===== src/rtl/xlr8_xb_arb_if.sv =====
// Requester and shared-target signal bundle for the xlr8_xb_arb crossbar arbiter.
// Handshake: requester i raises req[i] with adr/we/wdata stable and holds it until done[i] pulses.
// gnt[i] marks ownership while the access waits for the target. rdata is valid only while done[i]=1.
interface xlr8_xb_arb_if;
    logic [1:0] req;
    logic [1:0] we;
    logic [7:0] adr0;
    logic [7:0] adr1;
    logic [7:0] wdata0;
    logic [7:0] wdata1;
    logic [1:0] gnt;
    logic [1:0] done;
    logic [7:0] rdata;
    logic [7:0] tgt_adr;
    logic [7:0] tgt_wdata;
    logic [7:0] tgt_rdata;
    logic       tgt_we;
    logic       tgt_re;

    modport slave (
        input  req, we, adr0, adr1, wdata0, wdata1, tgt_rdata,
        output gnt, done, rdata, tgt_adr, tgt_we, tgt_re, tgt_wdata
    );

    modport master (
        output req, we, adr0, adr1, wdata0, wdata1, tgt_rdata,
        input  gnt, done, rdata, tgt_adr, tgt_we, tgt_re, tgt_wdata
    );
endinterface


===== src/rtl/xlr8_xb_arb.sv =====
// Two-requester arbiter sharing one 8-bit target with the AVR data bus; AVR accesses always win.
// CTRL/STAT registers live on the AVR bus; a three-state FSM sequences hardware transactions.
module xlr8_xb_arb #(
    parameter logic [7:0] CTRL_ADDR = 8'h00,
    parameter logic [7:0] STAT_ADDR = 8'h00
) (
    input  logic         clk,
    input  logic         rstn,
    input  logic         clken,
    input  logic [7:0]   ramadr,
    input  logic         ramre,
    input  logic         ramwe,
    input  logic         dm_sel,
    input  logic [7:0]   dbus_in,
    output logic [7:0]   dbus_out,
    output logic         io_out_en,
    xlr8_xb_arb_if.slave bus,
    output logic [1:0]   state_dbg
);
    typedef enum logic [1:0] {
        ST_IDLE = 2'd0,
        ST_BUSY = 2'd1,
        ST_DONE = 2'd2
    } state_t;

    state_t     state;
    state_t     state_nxt;

    logic       ctrl_en;
    logic       ctrl_pri;
    logic       winner;
    logic       lastwin;
    logic       starve;
    logic [3:0] stall_cnt;
    logic [7:0] rdata_q;

    logic       ctrl_hit;
    logic       stat_hit;
    logic       avr_acc;
    logic       ctrl_wr;
    logic       pick;
    logic       win_req;
    logic       win_we;
    logic [7:0] win_adr;
    logic [7:0] win_wdata;
    logic       issue;
    logic       stall_inc;

    // With equal addresses CTRL decodes first, so STAT is only reachable at a distinct address.
    assign ctrl_hit  = (ramadr == CTRL_ADDR);
    assign stat_hit  = (ramadr == STAT_ADDR) && !ctrl_hit;
    assign avr_acc   = dm_sel && (ramre || ramwe) && !ctrl_hit && (ramadr != STAT_ADDR);
    assign ctrl_wr   = clken && dm_sel && ramwe && ctrl_hit;

    assign pick      = (&bus.req) ? (ctrl_pri ? 1'b0 : !lastwin) : bus.req[1];
    assign win_req   = winner ? bus.req[1] : bus.req[0];
    assign win_we    = winner ? bus.we[1]  : bus.we[0];
    assign win_adr   = winner ? bus.adr1   : bus.adr0;
    assign win_wdata = winner ? bus.wdata1 : bus.wdata0;

    // Gating with rstn keeps the target quiet while a reset abandons an in-flight access.
    assign issue     = rstn && (state == ST_BUSY) && win_req && clken && !avr_acc;
    assign stall_inc = (state == ST_BUSY) && win_req && clken && avr_acc;

    assign state_dbg = state;
    assign bus.rdata = rdata_q;

    always_ff @(posedge clk) begin
        if (!rstn) begin
            state <= ST_IDLE;
        end else begin
            state <= state_nxt;
        end
    end

    always_comb begin
        state_nxt = state;
        case (state)
            ST_IDLE: if (ctrl_en && (|bus.req)) state_nxt = ST_BUSY;
            ST_BUSY: begin
                if (!win_req) begin
                    state_nxt = ST_IDLE;
                end else if (issue) begin
                    state_nxt = ST_DONE;
                end
            end
            ST_DONE: state_nxt = ST_IDLE;
            default: state_nxt = ST_IDLE;
        endcase
    end

    always_comb begin
        bus.gnt       = 2'b00;
        bus.done      = 2'b00;
        bus.tgt_adr   = 8'h00;
        bus.tgt_we    = 1'b0;
        bus.tgt_re    = 1'b0;
        bus.tgt_wdata = 8'h00;
        case (state)
            ST_BUSY: bus.gnt  = winner ? 2'b10 : 2'b01;
            ST_DONE: bus.done = winner ? 2'b10 : 2'b01;
            default: ;
        endcase
        if (avr_acc) begin
            bus.tgt_adr   = ramadr;
            bus.tgt_we    = ramwe;
            bus.tgt_re    = ramre;
            bus.tgt_wdata = dbus_in;
        end else if (issue) begin
            bus.tgt_adr   = win_adr;
            bus.tgt_we    = win_we;
            bus.tgt_re    = !win_we;
            bus.tgt_wdata = win_wdata;
        end
    end

    always_ff @(posedge clk) begin
        if (!rstn) begin
            ctrl_en   <= 1'b0;
            ctrl_pri  <= 1'b0;
            winner    <= 1'b0;
            lastwin   <= 1'b1;
            starve    <= 1'b0;
            stall_cnt <= 4'd0;
            rdata_q   <= 8'h00;
        end else begin
            if (ctrl_wr) begin
                ctrl_en  <= dbus_in[0];
                ctrl_pri <= dbus_in[1];
            end
            if ((state == ST_IDLE) && ctrl_en && (|bus.req)) winner <= pick;
            if (state == ST_DONE) lastwin <= winner;
            if (issue) begin
                stall_cnt <= 4'd0;
            end else if (stall_inc && (stall_cnt != 4'hF)) begin
                stall_cnt <= stall_cnt + 4'd1;
            end
            if (ctrl_wr) begin
                starve <= 1'b0;
            end else if (stall_inc && (stall_cnt >= 4'd14)) begin
                starve <= 1'b1;
            end
            if (issue && !win_we) rdata_q <= bus.tgt_rdata;
        end
    end

    always_comb begin
        dbus_out  = 8'h00;
        io_out_en = 1'b0;
        if (dm_sel && ramre) begin
            io_out_en = 1'b1;
            if (ctrl_hit) begin
                dbus_out = {6'b0, ctrl_pri, ctrl_en};
            end else if (stat_hit) begin
                dbus_out = {stall_cnt, 1'b0, starve, lastwin, state != ST_IDLE};
            end else begin
                dbus_out = bus.tgt_rdata;
            end
        end
    end
endmodule


===== src/flat_wrapper.sv =====
// flat-port wrapper written by rule: the top's interface ports become plain ports
module xlr8_xb_arb_flat 
#(
    parameter logic [7:0] CTRL_ADDR = 8'h00,
    parameter logic [7:0] STAT_ADDR = 8'h00
)
  (clk, rstn, clken, ramadr, ramre, ramwe, dm_sel, dbus_in, dbus_out, io_out_en, state_dbg, bus_req, bus_we, bus_adr0, bus_adr1, bus_wdata0, bus_wdata1, bus_tgt_rdata, bus_gnt, bus_done, bus_rdata, bus_tgt_adr, bus_tgt_we, bus_tgt_re, bus_tgt_wdata);
  xlr8_xb_arb_if bus_i ();
  input  logic clk;
  input  logic rstn;
  input  logic clken;
  input  logic [7:0] ramadr;
  input  logic ramre;
  input  logic ramwe;
  input  logic dm_sel;
  input  logic [7:0] dbus_in;
  output logic [7:0] dbus_out;
  output logic io_out_en;
  output logic [1:0] state_dbg;
  input wire logic [$bits(bus_i.req)-1:0] bus_req;
  input wire logic [$bits(bus_i.we)-1:0] bus_we;
  input wire logic [$bits(bus_i.adr0)-1:0] bus_adr0;
  input wire logic [$bits(bus_i.adr1)-1:0] bus_adr1;
  input wire logic [$bits(bus_i.wdata0)-1:0] bus_wdata0;
  input wire logic [$bits(bus_i.wdata1)-1:0] bus_wdata1;
  input wire logic [$bits(bus_i.tgt_rdata)-1:0] bus_tgt_rdata;
  output wire logic [$bits(bus_i.gnt)-1:0] bus_gnt;
  output wire logic [$bits(bus_i.done)-1:0] bus_done;
  output wire logic [$bits(bus_i.rdata)-1:0] bus_rdata;
  output wire logic [$bits(bus_i.tgt_adr)-1:0] bus_tgt_adr;
  output wire logic [$bits(bus_i.tgt_we)-1:0] bus_tgt_we;
  output wire logic [$bits(bus_i.tgt_re)-1:0] bus_tgt_re;
  output wire logic [$bits(bus_i.tgt_wdata)-1:0] bus_tgt_wdata;
  assign bus_i.req = bus_req;
  assign bus_i.we = bus_we;
  assign bus_i.adr0 = bus_adr0;
  assign bus_i.adr1 = bus_adr1;
  assign bus_i.wdata0 = bus_wdata0;
  assign bus_i.wdata1 = bus_wdata1;
  assign bus_i.tgt_rdata = bus_tgt_rdata;
  assign bus_gnt = bus_i.gnt;
  assign bus_done = bus_i.done;
  assign bus_rdata = bus_i.rdata;
  assign bus_tgt_adr = bus_i.tgt_adr;
  assign bus_tgt_we = bus_i.tgt_we;
  assign bus_tgt_re = bus_i.tgt_re;
  assign bus_tgt_wdata = bus_i.tgt_wdata;
  xlr8_xb_arb #(.CTRL_ADDR(CTRL_ADDR), .STAT_ADDR(STAT_ADDR)) u_core (.clk(clk), .rstn(rstn), .clken(clken), .ramadr(ramadr), .ramre(ramre), .ramwe(ramwe), .dm_sel(dm_sel), .dbus_in(dbus_in), .dbus_out(dbus_out), .io_out_en(io_out_en), .bus(bus_i), .state_dbg(state_dbg));
endmodule

===== config.mk =====
export PLATFORM = sky130hd
export DESIGN_NAME = xlr8_xb_arb_flat
export DESIGN_NICKNAME = d
export VERILOG_FILES = /design/src/rtl/xlr8_xb_arb_if.sv /design/src/rtl/xlr8_xb_arb.sv /design/src/flat_wrapper.sv
export SDC_FILE = /design/constraint.sdc
export NUM_CORES = 1
export LEC_CHECK = 0
export CORE_ASPECT_RATIO = 1.5
export CORE_MARGIN = 5
export CORE_UTILIZATION = 30
export DETAILED_ROUTE_END_ITERATION = 12
export GPL_ROUTABILITY_DRIVEN = 0
export HOLD_SLACK_MARGIN = 0.06
export PLACE_DENSITY = 0.77
export SLEW_MARGIN = 20
export SYNTH_ARGS = -nofsm -noshare
export SYNTH_HDL_FRONTEND = slang
export SYNTH_SLANG_ARGS = --single-unit

===== constraint.sdc =====
create_clock -name clk -period 1.99 [get_ports clk]
set_clock_uncertainty 0.15 [all_clocks]
set_input_delay 0.398 -clock clk [delete_from_list [all_inputs] [get_ports clk]]
set_output_delay 0.398 -clock clk [all_outputs]
set_load 0.02 [all_outputs]

== Yosys cells after proc, flatten, opt, wreduce, memory -nomap -nowiden ==
Index checks and enable logic that the tools add are counted.

* Eq/ne operators: 4
* Mux-type cells: 24
* Reduce and logical (&&, ||, !) cells: 26

{| class="wikitable"
|+ Operator list
! kind !! count
|-
| $mux 8 || 8
|-
| $logic_and 1x1->1 || 15
|-
| $mux 2 || 6
|-
| $mux 1 || 9
|-
| $logic_not 8->1 || 1
|-
| $reduce_bool 8->1 || 1
|-
| $logic_not 1->1 || 4
|-
| $pmux 2 s2 || 1
|-
| $reduce_and 2->1 || 2
|-
| $ne 3x3->1 const B || 1
|-
| $eq 2x1->1 const B || 1
|-
| $eq 2x2->1 const B || 1
|-
| $logic_not 2->1 || 1
|-
| $ne 2x1->1 const B || 1
|-
| $reduce_or 2->1 || 1
|-
| $logic_or 1x1->1 || 1
|}

* Register bits after elaboration: 14
* Input port bits: 66
* Output and inout bits: 41
* Logic and storage cells: 60

== Logic depth before layout (Yosys ltp) ==
* Word-level depth: 9
* Gate-level depth with buffers: 6
* Mapped depth without buffers: 4

== Worst setup path after synthesis ==
No wires, ideal clock.

* Path type: input to output
* Start: in ramadr[2]
* End: out bus_tgt_we
* Data arrival time: 1,608 ps
* Data required time: 1,442 ps
* Path slack: -166 ps
* Stages: 5
* Buffers on the path: 1
* Cell sequence: nor4_4 a21bo_4 nand3_4 buf_6 o22ai_1

* Longest elaborated chain between the ends: 8
* Elaborated cells on any way between the ends: 9
* Classes of those cells: 2 x mux; 7 x reduce/logical

{| class="wikitable"
|+ RTL lines
! element !! RTL line !! RTL
|-
| from (decl) || flat_wrapper.sv:12 || <nowiki>input logic [7:0] ramadr;</nowiki>
|-
| $logic_not 8->1 || xlr8_xb_arb.sv:50 || <nowiki>assign ctrl_hit = (ramadr == CTRL_ADDR);</nowiki>
|-
| $logic_not 1->1 || xlr8_xb_arb.sv:52 || <nowiki>assign avr_acc = dm_sel && (ramre || ramwe) && !ctrl_hit && (ramadr != STAT_ADDR);</nowiki>
|-
| $logic_and 1x1->1 || xlr8_xb_arb.sv:52 ||
|-
| $logic_and 1x1->1 * || xlr8_xb_arb.sv:52 ||
|-
| $logic_not 1->1 || xlr8_xb_arb.sv:62 || <nowiki>assign issue = rstn && (state == ST_BUSY) && win_req && clken && !avr_acc;</nowiki>
|-
| $logic_and 1x1->1 || xlr8_xb_arb.sv:62 ||
|-
| $mux 1 || xlr8_xb_arb.sv:109 || <nowiki>end else if (issue) begin</nowiki>
|-
| $mux 1 * || xlr8_xb_arb.sv:104 || <nowiki>if (avr_acc) begin</nowiki>
|-
| to (decl) || flat_wrapper.sv:31 || <nowiki>output wire logic [$bits(bus_i.tgt_we)-1:0] bus_tgt_we;</nowiki>
|}

Mark *: on every way between the ends. The rest lies on a longest branch, timed or not.

== Final worst setup path ==
* Start: in ramadr[7]
* End: out bus_tgt_we

The elaborated chain is that of the path after synthesis.

==> impl_metrics.tcl <==
set metrics [dict create \
    status "finished, violations left" \
    violations "negative setup slack" \
    holdPathEnd "u_core.bus.rdata[0]$_SDFFE_PN0P_" \
    grt_pass1_vias 1693 \
    syn_nets 212 \
    crit_path_start_kind "input pin" \
    combPwrFrac_pct 37.9 \
    cp-end-kind "output port" \
    cts_tree "done" \
    die_h_um 85.2 \
    yosysUniqueCellTypes 31 \
    grt_overflow 0 \
    p_seq_share_pct 30.9 \
    grt_usage_pct 18.4 \
    clk_latency_ns 0.25 \
    ir_drop_v 0.000247 \
    die_x_um 60.2 \
    power.density_nw_per_um2 338 \
    ys_ff_latch 14 \
    crit_top_cell "buf_6" \
    drt_iter0_drc 51 \
    synth.cell_area_um2 1130 \
    ant_nets 0 \
    dieArea_um2 5130 \
    worst_pin_slew_ns 0.504 \
    drv_cap 0 \
    firstDrtPassIters 4 \
    seq_area_um2 282 \
    path_cells "buf_6, nor4_4, a21bo_4, nand3_4, buf_12, o22ai_4, buf_6" \
    vias_per_cell 4.93 \
    slowest_stage "nor4_4" \
    async_flop_share_pct 0 \
    worstReg2RegEnd "u_core.bus.rdata[1]$_SDFFE_PN0P_" \
    worstPathArrival_ns 1.65 \
    worstHoldStart "u_core.bus.rdata[0]$_SDFFE_PN0P_" \
    maxSlewViolCount 0 \
    avgSynthCellArea_um2 7.76 \
    synthCells 146 \
    clk_path_buf_depth 2 \
    yosysTopAreaCellShare_pct 24.8 \
    hold_buffers 0 \
    worstPathRequired_ns 1.44 \
    area_delta_synth_final_pct 137 \
    wire_per_inst_um 14.8 \
    final_cell_mix "59 x clkdlybuf4s50_1, 35 x nand2_1, 28 x buf_4, 24 x mux2i_1, 22 x buf_6" \
    switching_share_pct 27.2 \
    num_antenna_cells 0 \
    htree_levels 1 \
    drc 0 \
    num_rows 27 \
    routed_wl_mm 4.79 \
    drive_gt1_share_pct 37.5 \
    core_region_area_um2 3650 \
    synth_largest_area_cell "dfxtp_1" \
    root_buffer "clkbuf_8" \
    p_total_uw 907 \
    nets 347 \
    crit_type "input pin to output port" \
    path_clk_slew_ns 0.06 \
    cts.sinks 14 \
    cts_buffers 3 \
    final_common_cell "clkdlybuf4s50_1" \
    netlist_top_cells_area "dfxtp_1 25%, mux2i_1 22%, nand2_1 12%" \
    initial_core_util_pct 31.0 \
    ios 107 \
    setup_violations 26 \
    post-route-period-util_pct 111 \
    clockPowerShare_pct 31.2 \
    yosys_warnings 0 \
    cp_num_buf_inv 3 \
    finalHoldViolations 0 \
    multiInputGateArea_um2 973 \
    io_buffers 106 \
    r2r_setup_slack_ns 0.30 \
    dp.final_hpwl_mm 3.64 \
    grt_max_degree 20 \
    p_leak_nw 1.17 \
    dp_slack_ns -1.10 \
    setup_ws_ns -0.212 \
    p_switching_uw 247 \
    synth_edf_count 0 \
    cpPeakStageDelay_ns 0.34 \
    fmax_mhz 454 \
    hold_class "register to register" \
    r2r_start "u_core.winner$_SDFFE_PN0P_" \
    rsz0062_at_grt "true" \
    hold_depth 2 \
    grt_pass1_wl_mm 7.32 \
    grt_antenna_before_repair 0 \
    yosysSeqAreaShare_pct 24.8 \
    critPathMaxFanout 6 \
    synthFlopType "dfxtp_1" \
    crit_family "simple AND/OR/NAND/NOR gates" \
    relSlewSlack_pct 66.0 \
    cellInternalPower_uw 660 \
    vias 1594 \
    nFillCells 279 \
    fin_crit_ns 2.20 \
    reg2reg_depth 6 \
]
==> layer usage <==
metal,routed length [um],vias up,track usage [%],share of wire [%]
met5,0,-,0,0
met4,57,0,4.64,1.2
met3,447,6,5.33,9.3
met2,2540,76,34.7,53
met1,1740,727,18.7,36
li1,-,785,-,-
==> state kept, by name (all words and copies together) (netlist names) <==
register          count
u_core.bus.rdata      8
u_core.ctrl_en        1
u_core.state_dbg      2
u_core.lastwin        1
u_core.ctrl_pri       1
u_core.winner         1
==> power by group through the flow <==
| stage | clock [mW] | combinational [mW] | sequential (mW) |
|---|---|---|---|
| global placement | 0 | 0.322 | 0.286 |
| floorplan | 0 | 0.105 | 0.286 |
| detailed placement | 0 | 0.325 | 0.286 |
| finish | 0.283 | 0.344 | 0.280 |
| global route | 0.305 | 0.367 | 0.280 |
| CTS | 0.289 | 0.337 | 0.280 |
==> tightest hold or removal path, delay by kind of cell, from the launching register on <==
family	cells	cell delay, ns
AND/OR/NAND/NOR	1	0.05
flip-flops	1	0.31
AO/OA/AOI/OAI	1	0.05
==> cell families (layout without fill, tap and decap cells) <==
logic type	Yosys count	in the layout	share of synthesized area, %
AOI/OAI and AO/OA	28	28	14.5
buffers and inverters	11	145	5.30
DFF	14	14	24.8
muxes	26	26	23.1
and+or+nand+nor	67	67	32.4
==> cell type report <==
cell class	instances	share of cell area, %
multi-input combinational	121	36.3
inverter	4	0.560
sequential	14	10.5
tap	43	2.01
clock buffer	4	2.05
timing repair buffer	137	48.6
==> cells in the mapped netlist, drive strengths merged, types with 2 or more instances <==
cell    n
nor2b   2
a21oi   2
inv     4
nor3b   2
nand2  36
and2    3
nor4    2
and3    7
o21ai  20
buf     6
nor2    3
mux2i  25
nand3   7
dfxtp  14
==> timing repair <==
item | in CTS | in global routing
gates resized for setup | 240 | 14
gates cloned | 1 | 0
pin swaps | 24 | 2
endpoints found under the setup margin | 36 | 29
buffers inserted | 4 | 0
==> how the worst max path moves through the flow <==
stage                            end  cells past startpoint      start  slack [ns]
floorplan             bus_tgt_adr[0]                      4  ramadr[0]       -0.15
global placement    bus_tgt_wdata[2]                      7  ramadr[3]       -1.07
detailed placement  bus_tgt_wdata[2]                      7  ramadr[3]       -1.10
CTS                       bus_tgt_we                      7  ramadr[2]       -0.18
global route              bus_tgt_we                      7  ramadr[7]       -0.26
finish                    bus_tgt_we                      7  ramadr[7]       -0.21
==> per-stage QoR <==
| step | utilization (%) | hold WS [ns] | TNS, ns | instance area (um^2) | std cells |
|---|---|---|---|---|---|
| floorplan | - | 0.283 | -1.84 | 1190 | 146 |
| global placement | 67.8 | 0.287 | -29.02 | 2470 | 314 |
| detailed placement | 67.8 | 0.295 | -29.69 | 2470 | 314 |
| CTS | 72.6 | 0.304 | -2.81 | 2650 | 323 |
| global route | 73.5 | 0.320 | -4.69 | 2680 | 323 |
| finish | 73.5 | 0.301 | -3.33 | 2680 | 323 |
Note: power is estimated with default switching activity, not from simulation.
